$ cat config.mk
export PLATFORM = sky130hd
export DESIGN_NAME = amm_slave_regfile
export DESIGN_NICKNAME = d
export VERILOG_FILES = /design/src/rtl/amm_slave_regfile.sv
export SDC_FILE = /design/constraint.sdc
export NUM_CORES = 1
export LEC_CHECK = 0
export ABC_AREA = 1
export CAP_MARGIN = 25
export CORE_MARGIN = 1
export CORE_UTILIZATION = 30
export DETAILED_ROUTE_END_ITERATION = 10
export SLEW_MARGIN = 20
export SYNTH_ARGS = -nofsm -noshare
export SYNTH_HDL_FRONTEND = slang
export SYNTH_SLANG_ARGS = --single-unit
$ cat constraint.sdc
create_clock -name clk -period 1.9 [get_ports clk]
set_input_delay 0.57 -clock clk [delete_from_list [all_inputs] [get_ports clk]]
set_output_delay 0.57 -clock clk [all_outputs]
set_load 0.02 [all_outputs]
$ cat src/rtl/amm_slave_regfile.sv
// amm_slave_regfile: Avalon-MM slave register file exposing board I/O.
//   Register map (word address): 0 DISPLAY, 1 LEDR, 2 SWITCH (RO), 3 IRQ_STATUS (W1C),
//   4 IRQ_ENABLE, 5 COUNT, 6 ID (RO), 7 SCRATCH.
// Ports:
//   clk, reset_n                 clock, asynchronous active-low reset
//   avs_address/read/write       Avalon-MM request; accepted when avs_waitrequest is low
//   avs_writedata/byteenable     write payload and byte lanes
//   avs_waitrequest              combinational stall (held high during reset)
//   avs_readdata/readdatavalid   registered read response, one cycle after accept
//   sw_in                        raw asynchronous switches
//   display_data, led_out        conduit outputs to HEX digits and LEDR
//   irq                          registered level interrupt
module amm_slave_regfile #(
    parameter int unsigned ADDRESSWIDTH = 3,
    parameter int unsigned DATAWIDTH    = 32,
    parameter int unsigned WAIT_STATES  = 1,
    parameter logic [31:0] ID_VALUE     = 32'hA5A5_0001
) (
    input  logic                    clk,
    input  logic                    reset_n,
    input  logic [ADDRESSWIDTH-1:0] avs_address,
    input  logic                    avs_read,
    input  logic                    avs_write,
    input  logic [DATAWIDTH-1:0]    avs_writedata,
    input  logic [3:0]              avs_byteenable,
    output logic                    avs_waitrequest,
    output logic [DATAWIDTH-1:0]    avs_readdata,
    output logic                    avs_readdatavalid,
    input  logic [17:0]             sw_in,
    output logic [DATAWIDTH-1:0]    display_data,
    output logic [17:0]             led_out,
    output logic                    irq
);

    localparam int unsigned SW_W  = 18;
    localparam int unsigned CNT_W = 16;

    localparam logic [ADDRESSWIDTH-1:0] A_DISPLAY  = ADDRESSWIDTH'(0);
    localparam logic [ADDRESSWIDTH-1:0] A_LEDR     = ADDRESSWIDTH'(1);
    localparam logic [ADDRESSWIDTH-1:0] A_SWITCH   = ADDRESSWIDTH'(2);
    localparam logic [ADDRESSWIDTH-1:0] A_IRQ_STAT = ADDRESSWIDTH'(3);
    localparam logic [ADDRESSWIDTH-1:0] A_IRQ_EN   = ADDRESSWIDTH'(4);
    localparam logic [ADDRESSWIDTH-1:0] A_COUNT    = ADDRESSWIDTH'(5);
    localparam logic [ADDRESSWIDTH-1:0] A_ID       = ADDRESSWIDTH'(6);
    localparam logic [ADDRESSWIDTH-1:0] A_SCRATCH  = ADDRESSWIDTH'(7);

    logic [3:0]           wcnt, wcnt_nxt;
    logic                 req_c, accept_c, wr_acc_c, rd_acc_c;
    logic [SW_W-1:0]      sw_meta, sw_sync, sw_prev;
    logic                 sw_edge_c, irq_clr_c;
    logic                 irq_status, irq_status_nxt;
    logic                 irq_enable, irq_enable_nxt;
    logic [CNT_W-1:0]     wr_cnt, wr_cnt_nxt, rd_cnt, rd_cnt_nxt;
    logic [DATAWIDTH-1:0] scratch, scratch_nxt;
    logic [DATAWIDTH-1:0] display_nxt, rd_mux_c;
    logic [17:0]          led_nxt;

    // Byte-lane merge of write data into an existing word.
    function automatic logic [DATAWIDTH-1:0] merge_be(input logic [DATAWIDTH-1:0] old,
                                                      input logic [DATAWIDTH-1:0] wd,
                                                      input logic [3:0]           be);
        logic [DATAWIDTH-1:0] r;
        r = old;
        for (int i = 0; i < 4; i++) begin
            if (be[i]) r[8*i +: 8] = wd[8*i +: 8];
        end
        return r;
    endfunction

    // Handshake: stall until wcnt reaches WAIT_STATES; write wins over a simultaneous read.
    assign req_c           = avs_read | avs_write;
    assign avs_waitrequest = !reset_n || (req_c && (wcnt != 4'(WAIT_STATES)));
    assign accept_c        = req_c && !avs_waitrequest;
    assign wr_acc_c        = accept_c && avs_write;
    assign rd_acc_c        = accept_c && avs_read && !avs_write;

    assign sw_edge_c = (sw_sync != sw_prev);
    assign irq_clr_c = wr_acc_c && (avs_address == A_IRQ_STAT)
                       && avs_byteenable[0] && avs_writedata[0];

    // Read mux on pre-update register values.
    always_comb begin
        rd_mux_c = '0;
        case (avs_address)
            A_DISPLAY:  rd_mux_c = display_data;
            A_LEDR:     rd_mux_c = DATAWIDTH'(led_out);
            A_SWITCH:   rd_mux_c = DATAWIDTH'(sw_sync);
            A_IRQ_STAT: rd_mux_c = DATAWIDTH'(irq_status);
            A_IRQ_EN:   rd_mux_c = DATAWIDTH'(irq_enable);
            A_COUNT:    rd_mux_c = {rd_cnt, wr_cnt};
            A_ID:       rd_mux_c = DATAWIDTH'(ID_VALUE);
            A_SCRATCH:  rd_mux_c = scratch;
            default:    rd_mux_c = '0;
        endcase
    end

    // Next-state for registers, counters and wait-state counter.
    always_comb begin
        wcnt_nxt       = wcnt;
        display_nxt    = display_data;
        led_nxt        = led_out;
        irq_enable_nxt = irq_enable;
        scratch_nxt    = scratch;
        wr_cnt_nxt     = wr_cnt;
        rd_cnt_nxt     = rd_cnt;

        if (!req_c || accept_c) wcnt_nxt = 4'd0;
        else                    wcnt_nxt = wcnt + 4'd1;

        if (wr_acc_c) begin
            case (avs_address)
                A_DISPLAY: display_nxt = merge_be(display_data, avs_writedata, avs_byteenable);
                A_LEDR: begin
                    if (avs_byteenable[0]) led_nxt[7:0]   = avs_writedata[7:0];
                    if (avs_byteenable[1]) led_nxt[15:8]  = avs_writedata[15:8];
                    if (avs_byteenable[2]) led_nxt[17:16] = avs_writedata[17:16];
                end
                A_IRQ_EN:  if (avs_byteenable[0]) irq_enable_nxt = avs_writedata[0];
                A_SCRATCH: scratch_nxt = merge_be(scratch, avs_writedata, avs_byteenable);
                default: ;
            endcase
        end

        // A write to COUNT clears both fields and overrides its own increment.
        if (wr_acc_c && (avs_address == A_COUNT)) begin
            wr_cnt_nxt = '0;
            rd_cnt_nxt = '0;
        end else begin
            if (wr_acc_c) wr_cnt_nxt = wr_cnt + 16'd1;
            if (rd_acc_c) rd_cnt_nxt = rd_cnt + 16'd1;
        end

        // New edge has priority over a simultaneous W1C clear.
        irq_status_nxt = sw_edge_c | (irq_status & ~irq_clr_c);
    end

    // State registers.
    always_ff @(posedge clk or negedge reset_n) begin
        if (!reset_n) begin
            wcnt              <= '0;
            sw_meta           <= '0;
            sw_sync           <= '0;
            sw_prev           <= '0;
            display_data      <= '0;
            led_out           <= '0;
            irq_status        <= 1'b0;
            irq_enable        <= 1'b0;
            wr_cnt            <= '0;
            rd_cnt            <= '0;
            scratch           <= '0;
            avs_readdata      <= '0;
            avs_readdatavalid <= 1'b0;
            irq               <= 1'b0;
        end else begin
            wcnt              <= wcnt_nxt;
            sw_meta           <= sw_in;
            sw_sync           <= sw_meta;
            sw_prev           <= sw_sync;
            display_data      <= display_nxt;
            led_out           <= led_nxt;
            irq_status        <= irq_status_nxt;
            irq_enable        <= irq_enable_nxt;
            wr_cnt            <= wr_cnt_nxt;
            rd_cnt            <= rd_cnt_nxt;
            scratch           <= scratch_nxt;
            avs_readdata      <= rd_acc_c ? rd_mux_c : '0;
            avs_readdatavalid <= rd_acc_c;
            irq               <= irq_status & irq_enable;
        end
    end

endmodule

# Word level (Yosys, flattened, before mapping)
# Index checks and enable logic that the tools add are counted.
# classes
add_sub_neg,3
n_mux,7
bitwise_logic,5
n_eq_ne,9
n_reduce_logical,30
# ops
operator,n
32-bit one-hot mux with 8 select lines,1
16-bit 2-to-1 mux,4
3-bit AND reduction,12
"16-bit by 1-bit adder with 16-bit output, second input constant",2
32-bit 2-to-1 mux,1
18-bit != test,1
"3-bit == test, second input constant",4
1-bit logical AND,9
"3-bit by 2-bit == test with 1-bit output, second input constant",2
"4-bit by 1-bit adder with 4-bit output, second input constant",1
1-bit logical NOT,4
4-bit 2-to-1 mux,1
"4-bit by 1-bit != test with 1-bit output, second input constant",1
2-bit nonzero test,2
"3-bit by 1-bit == test with 1-bit output, second input constant",1
3-bit logical NOT,1
1-bit AND,2
1-bit logical OR,2
1-bit OR,2
1-bit NOT,1
# totals
in_bits,61
wordCells,76
out_inout_bits,85
reg_bits,208

# Logic depth before layout (Yosys ltp)
# Gate-level depths: netlist of run 1.
# depth
ltp_word,12
ltp_mapped,11

# Worst setup path before layout of run 1
# OpenSTA, ideal clock, no wires.
# synth_timing
kind,input -> register
start,input avs_read
end,register wr_cnt[0]
t_arrival_ns,1.502
stages,10
setup_slack_ns,0.281
required_ns,1.783
path_cell_list,inv_1 -> nand2_1 -> nand2_2 -> nand3_4 -> buf_8 -> inv_1 -> buf_4 -> o21ai_0 -> o21ai_1 -> inv_1
# synth_between
elab_chain_cells,8
word_cells_on_any_way,9
classes_between,mux (1); bitwise (1); reduce/logical (7)
# synth_rtl
item,line_no,source
start: declaration,22,"input logic avs_read,"
1-bit OR *,71,assign req_c = avs_read | avs_write;
1-bit logical AND,72,assign avs_waitrequest = !reset_n || (req_c && (wcnt != 4'(WAIT_STATES)));
1-bit logical OR,72,
1-bit logical NOT,73,assign accept_c = req_c && !avs_waitrequest;
1-bit logical AND *,73,
1-bit logical AND *,74,assign wr_acc_c = accept_c && avs_write;
1-bit logical AND,125,if (wr_acc_c && (avs_address == A_COUNT)) begin
16-bit 2-to-1 mux or 2-bit nonzero test (tied branches),--,
end signal: assignment,163,wr_cnt <= wr_cnt_nxt;
end: declaration,53,"logic [CNT_W-1:0] wr_cnt, wr_cnt_nxt, rd_cnt, rd_cnt_nxt;"
# Mark *: on every way between the ends. The rest lies on a longest branch, timed or not.
# A chain may end at the register's enable or synchronous reset.

# Final worst setup path of run 1
# layout_timing
start,input avs_write
end,output avs_waitrequest
# layout_between
elab_chain_cells,3
# layout_rtl
item,line_no,source
start: declaration,23,"input logic avs_write,"
1-bit OR,71,
1-bit logical AND,72,
1-bit logical OR,72,
end: declaration,26,"output logic avs_waitrequest,"
# Every way passes these cells.

==> impl_metrics.ini, run 1 <==
[setup_path]
worstPathCellList = clkdlybuf4s50_1 > inv_1 > nand2_2 > nand2_2 > nand2_2 > buf_6
worstPathRequired_ns = 1.33
crit_path_end_kind = output pin
slowest_delay_ns = 0.48
path_max_fanout = 2
crit_family = buffers and inverters
path_class = input pin to output pin
critical-path-slowest-cell = clkdlybuf4s50_1
startpoint_type = input pin
critical_path_arrival_ns = 1.41
worst-path-buf-inv = 3
crit_path_frequent_cell = nand2_2

[final_layout]
syn_to_final_growth_pct = 33.25
antennaDiodeCount = 0
stdcell_count = 1609
fin_area_um2 = 11950
nets = 1274
drive_gt1_frac = 0.09469

[pwr]
p_leak_uw = 0.006005
p_per_area_nw_per_um2 = 1074
power_uw = 12840
peakVddDrop_v = 0.0005659

[timing]
max_freq_ghz = 0.5045
drv_slew = 0
fin_crit_sh = 1.043
tightestPinTransition_ns = 0.7403
hold_viol = 0
worst_slack_ns = -0.08203
finClkSkew_ns = 0.009345
relSlewSlack = 0.5065
period_minus_slack_ns = 1.982
setup_viol = 1
rsz0062_at_grt = true

[floorplanning]
dieHeight_um = 174.9
die_area_um2 = 30580
fp-row-count = 62
core_um2 = 29090
ios = 146
die_w_um = 174.9
initial_core_util = 0.3082

[clock_network]
cts_tree = built
cts_setup_buffers = 0
holdBufCountCts = 0
clkTransAtPathRegs_ns = 0.06
cts_root_buf = clkbuf_16
insertion_delay_ns = 0.51
numCtsBuffers = 23
clock_sinks = 208
htree_levels = 1
clockBufferDepth = 3

[detailed_routing]
vias = 7351
wl_per_cell_um = 15.13
viasPerCell = 4.569
firstDrtPassIters = 4
ant_nets = 0
wirelength_um = 24340
drc = 0
initialDrtViolationCount = 358

[logic_synthesis]
ys_async_sr_fraction = 1.000
synth_area_leaders = dfrtp_1 58%, nand2_1 12%, o21ai_0 6.6%, inv_1 4.4%, nor2_1 3.4%
synth_top_area_frac = 0.5805
yosysUniqueCellTypes = 31
synth-seq-area-share = 0.5805
synth_flop_cell = dfrtp_1
yosys.area.top_type = dfrtp_1
yosys_warnings = 0
syn_inst = 1022
ys_seq_elements = 208
syn_area_um2 = 8966
synth_edf_count = 0
syn_nets = 1087
syn_area_per_cell_um2 = 8.773

[status]
status = finished, violations left
violations = setup timing

[placed_design]
io_buffers = 145
dpl.cell_count = 1568
placed_area_um2 = 11160
gp_congestion = 0.8512
dp.final_hpwl_um = 17780

[global_route]
grt_pass1_wl_um = 39480
grt_pass1_vias = 7363
grt_usage = 0.1621
grt_overflow_total = 0
grt_max_degree = 128
grt_antenna_before_repair = 0

[flow_run]
cap_violations = 0

[worst_hold_path]
hold_path.class = input pin to async pin
registers in the layout, summed over array words and instances, names as in the netlist, 18 cells and up:
name	cells
display_data	32
avs_readdata	32
sw_meta	18
sw_sync	18
scratch	32
sw_prev	18
led_out	18
cells in the mapped netlist, types with 3 or more instances:
library cell	number
dfrtp_1	208
nor2_1	82
nor3_1	5
clkbuf_1	6
nand4_1	26
xnor2_1	6
xor2_1	11
o21bai_1	3
buf_2	16
inv_1	105
nand2_2	11
nor2_4	4
a22oi_1	7
nand3_1	32
a21oi_1	48
o21ai_1	17
buf_6	9
nand2_1	290
ha_1	4
buf_4	3
o21ai_0	119
layout make-up:
class,count,area [um^2]
fillers,2916,17140
flip-flops and latches,208,5205
multi-input cells,672,3166
repair buffers,197,1859
clock buffers,28,634.4
well taps,384,480.5
inverters,107,401.6
clock inverters,13,201.4
power by group:
group / internal (uW) / switching, uW / total, uW
logic: 956 / 1350 / 2310
registers: 5080 / 589 / 5670
clock network: 3050 / 1800 / 4860
cells by family after synthesis:
family,after synthesis,synth area share
flops,208,0.5805
compound gates,196,0.1129
simple gates,455,0.2127
buf+inv,142,0.07173
xor+xnor,17,0.01661
fa+ha+maj,4,0.005582
cell usage in the layout, fill, tap and decap left out, types with 8 or more instances in the layout:
cell type	netlist	final
clkdlybuf4s50_1	0	59
nor2_1	82	82
xor2_1	11	11
nand3_1	32	32
clkbuf_16	0	23
buf_4	3	43
nand2_4	0	8
dfrtp_1	208	208
o21ai_1	17	22
dlygate4sd2_1	0	81
o21ai_0	119	114
nand2_1	290	287
a21oi_1	48	48
inv_1	105	105
nand4_1	26	26
buf_12	0	9
what timing repair did:
item	CTS	global route
endpoints found under the setup margin	85	50
resized for setup	92	17
pin swaps	1	0
per-stage QoR:
step	util	setup WS [ns]	setup TNS [ns]	hold WS, ns
floorplan	-	0.2806	0	0.2744
global placement	0.3838	-0.5740	-42.03	0.3328
detailed placement	0.3838	-0.5839	-44.78	0.3347
CTS	0.4091	-0.09245	-0.09245	0.1183
global route	0.4107	-0.1482	-0.2223	0.1354
finish	0.4107	-0.08203	-0.08203	0.1146
per-layer routing:
layer	GRT usage	up-vias	wire length, um
li1	-	3653	-
met4	0.04130	0	548
met5	0	-	0
met2	0.2692	131	11610
met1	0.2188	3529	11190
met3	0.02785	38	989
final timing paths:
path	cells past startpoint	startpoint	endpoint	slack, ns
hold reg to reg	0	sw_meta[11]	sw_sync[11]	0.35
max in group asynchronous	3	reset_n	avs_readdata[28]	0.93
hold / removal	2	reset_n	avs_readdata[13]	0.11
min in group clk	0	sw_meta[11]	sw_sync[11]	0.35
setup / recovery	6	avs_write	avs_waitrequest	-0.08
setup reg to reg	11	wcnt[1]	display_data[22]	0.12
worst reg2reg max path: stages, from the launching register on:
cell     delay, ns
dfrtp_1       0.37
inv_1         0.05
ha_1          0.15
nand2_2       0.05
nand2_2       0.07
buf_4         0.14
nand3_4       0.13
buf_12        0.18
nor2_4        0.18
nand2_4       0.16
nand2_1       0.10
o21ai_0       0.08
No activity file was read; power rests on OpenSTA's default activity.
==> run 2: changes to the inputs <==
Settings changed: ABC_AREA 1 to not set.
==> impl_metrics.ini, run 2 <==
[worst_hold_path]
hold_path.class = input pin to async pin

[placed_design]
gp_congestion = 0.8174
dp.final_hpwl_um = 17710
io_buffers = 145
preCtsSetupSlack_ns = -0.6538
dpl.cell_count = 1298

[logic_synthesis]
syn_area_per_cell_um2 = 12.25
yosys_warnings = 0
synth-seq-area-share = 0.5862
synth_flop_cell = dfrtp_1
syn_area_um2 = 8879
syn_inst = 725
ys_async_sr_fraction = 1.000
ys_seq_elements = 208
synthTopCellsByCount = 208 x dfrtp_1, 98 x mux2_2, 44 x o21ai_0
synth_edf_count = 0
synth_top_area_frac = 0.5862
yosys.area.top_type = dfrtp_1
synth.most_common_cell = dfrtp_1
syn_nets = 790
synth_area_leaders = dfrtp_1 59%, mux2_2 12%, o21ai_0 2.5%, xnor2_1 2.4%, a21oi_1 2.3%
yosysUniqueCellTypes = 51

[setup_path]
worstPathRequired_ns = 1.33
path_class = flip-flop to output pin
r2r_setup_slack_ns = -0.11
worst-path-buf-inv = 1
startpoint_type = flip-flop
path_max_fanout = 3
crit_path_end_kind = output pin
crit_family = flip-flops
r2r_start = wcnt[1]
slowest_delay_ns = 0.40
reg2reg_depth = 9
r2r-end = scratch[17]
worstPathCellList = ha_4 > nor3b_2 > o21ai_1 > buf_4
critical-path-slowest-cell = dfrtp_1
path_depth = 4
critical_path_arrival_ns = 1.55

[timing]
hold_viol = 0
worst_slack_ns = -0.2222
finClkSkew_ns = 0.01686
max_freq_ghz = 0.4712
setup_viol = 92
period_minus_slack_ns = 2.122
relSlewSlack = 0.3963
rsz0062_at_grt = true
drv_slew = 0
fin_crit_sh = 1.117
fin_hold_ws_ns = 0.1249
tightestPinTransition_ns = 0.9056

[floorplanning]
fp-row-count = 62
core_um2 = 28940
die_area_um2 = 30290
ios = 146
dieHeight_um = 174.0
die_w_um = 174.0
initial_core_util = 0.3068

[detailed_routing]
ant_nets = 0
wl_per_cell_um = 18.48
wirelength_um = 25020
firstDrtPassIters = 4
initialDrtViolationCount = 332
vias = 6521
viasPerCell = 4.816
drc = 0

[final_layout]
n_fill_cell = 2650
reg_top3 = avs_readdata (32), display_data (32), scratch (32)
antennaDiodeCount = 0
nets = 1019
drive_gt1_frac = 0.2897
final_common_cell = dfrtp_1
final_cell_mix = 208 x dfrtp_1, 81 x dlygate4sd2_1, 72 x mux2_2
fin_util = 0.4332
stdcell_count = 1354
syn_to_final_growth_pct = 41.19

[flow_run]
cap_violations = 0

[pwr]
p_per_area_nw_per_um2 = 973.8
p_leak_uw = 0.005834
peakVddDrop_v = 0.0007118

[clock_network]
cts_root_buf = clkbuf_16
numCtsBuffers = 23
clkTransAtPathRegs_ns = 0.06
clock_sinks = 208
clockBufferDepth = 3
insertion_delay_ns = 0.51
cts_tree = built
holdBufCountCts = 0
htree_levels = 1

[global_route]
grt_usage = 0.1665
grt_pass1_wl_um = 38960
grt_max_degree = 155
grt_pass1_vias = 6816
grt_antenna_before_repair = 1
grt_overflow_total = 0

[status]
status = finished, violations left
violations = setup timing
==> run 2: cell types whose count changed in the layout (fill, tap and decap cells not counted), moves of 18 or more <==
cell	previous run	this run
o21ai_0	114	28
nor2_1	82	37
buf_4	43	64
mux2_2	0	72
inv_1	105	17
nand3_1	32	14
mux2_4	0	26
nand2_1	287	35
xnor2_1	6	24
==> run 2: how the worst max path moves through the flow <==
| stage | start | to | slack [ns] |
|---|---|---|---|
| final | wcnt[0] | avs_waitrequest | -0.22 |
| after global routing | wcnt[0] | avs_waitrequest | -0.28 |
| after CTS | wcnt[0] | avs_waitrequest | -0.25 |
| after detailed placement | avs_write | avs_waitrequest | -0.65 |
| after global placement | avs_write | avs_waitrequest | -0.61 |
| after floorplan | wcnt[1] | led_out[0] | -0.04 |
==> run 2: report_power, final <==
part | internal [uW] | leakage, uW | switching [uW]
clock | 2420 | 0.000363 | 1750
sequential | 5000 | 0.00273 | 489
combinational | 1300 | 0.00274 | 1250
==> run 2: worst min-delay path: cells and delay by family <==
family,cells,cell delay [ns]
buffers and inverters,3,0.39
==> run 2: through the flow <==
stage / TNS (ns) / total power (uW) / cell area (um^2)
global route: -16.31 / 12750 / 12540
CTS: -8.145 / 12280 / 12420
floorplan: -0.7266 / 6710 / 8907
finish: -5.664 / 12210 / 12540
global placement: -45.48 / 7995 / 11430
detailed placement: -46.66 / 8047 / 11430
==> run 2: per-layer routing <==
metal  vias up  wire length (um)  global-route usage
met5         -                12                   0
met4         2               605             0.05154
met3        36              1367             0.03478
met2       135             11640              0.2687
met1      3283             11400              0.2239
li1       3065                 -                   -
==> run 2: area by class of cell <==
cell class / instances / area [um^2] / area share
tap: 384 / 480.5 / 0.03833
sequential: 208 / 5205 / 0.4152
clock inverter: 10 / 57.56 / 0.004591
timing repair buffer: 241 / 2360 / 0.1882
clock buffer: 31 / 655.6 / 0.05230
inverter: 18 / 72.57 / 0.005789
multi-input combinational: 462 / 3705 / 0.2955
==> run 2: kinds of logic after synthesis <==
group                      after synthesis  synth area share
adders and majority gates                4          0.005637
DFF                                    208            0.5862
buffers and inverters                   55           0.02748
muxes                                  106            0.1333
xor gates and xnor gates                27           0.02664
AOI/OAI and AO/OA                      138           0.09526
and+or+nand+nor                        187            0.1254
==> run 2: timing repair <==
| action | 4_1_cts | 5_1_grt |
|---|---|---|
| resized for setup | 162 | 31 |
| buffers inserted | 12 | 3 |
| cloned | 2 | 0 |
| pin swaps | 25 | 9 |
| setup endpoints to repair | 213 | 137 |
==> run 3: changes to the inputs <==
Settings changed: HOLD_SLACK_MARGIN set to 0.05.
==> results of run 3 <==
The final DEF is identical to that of run 2; final timing and power are the same.
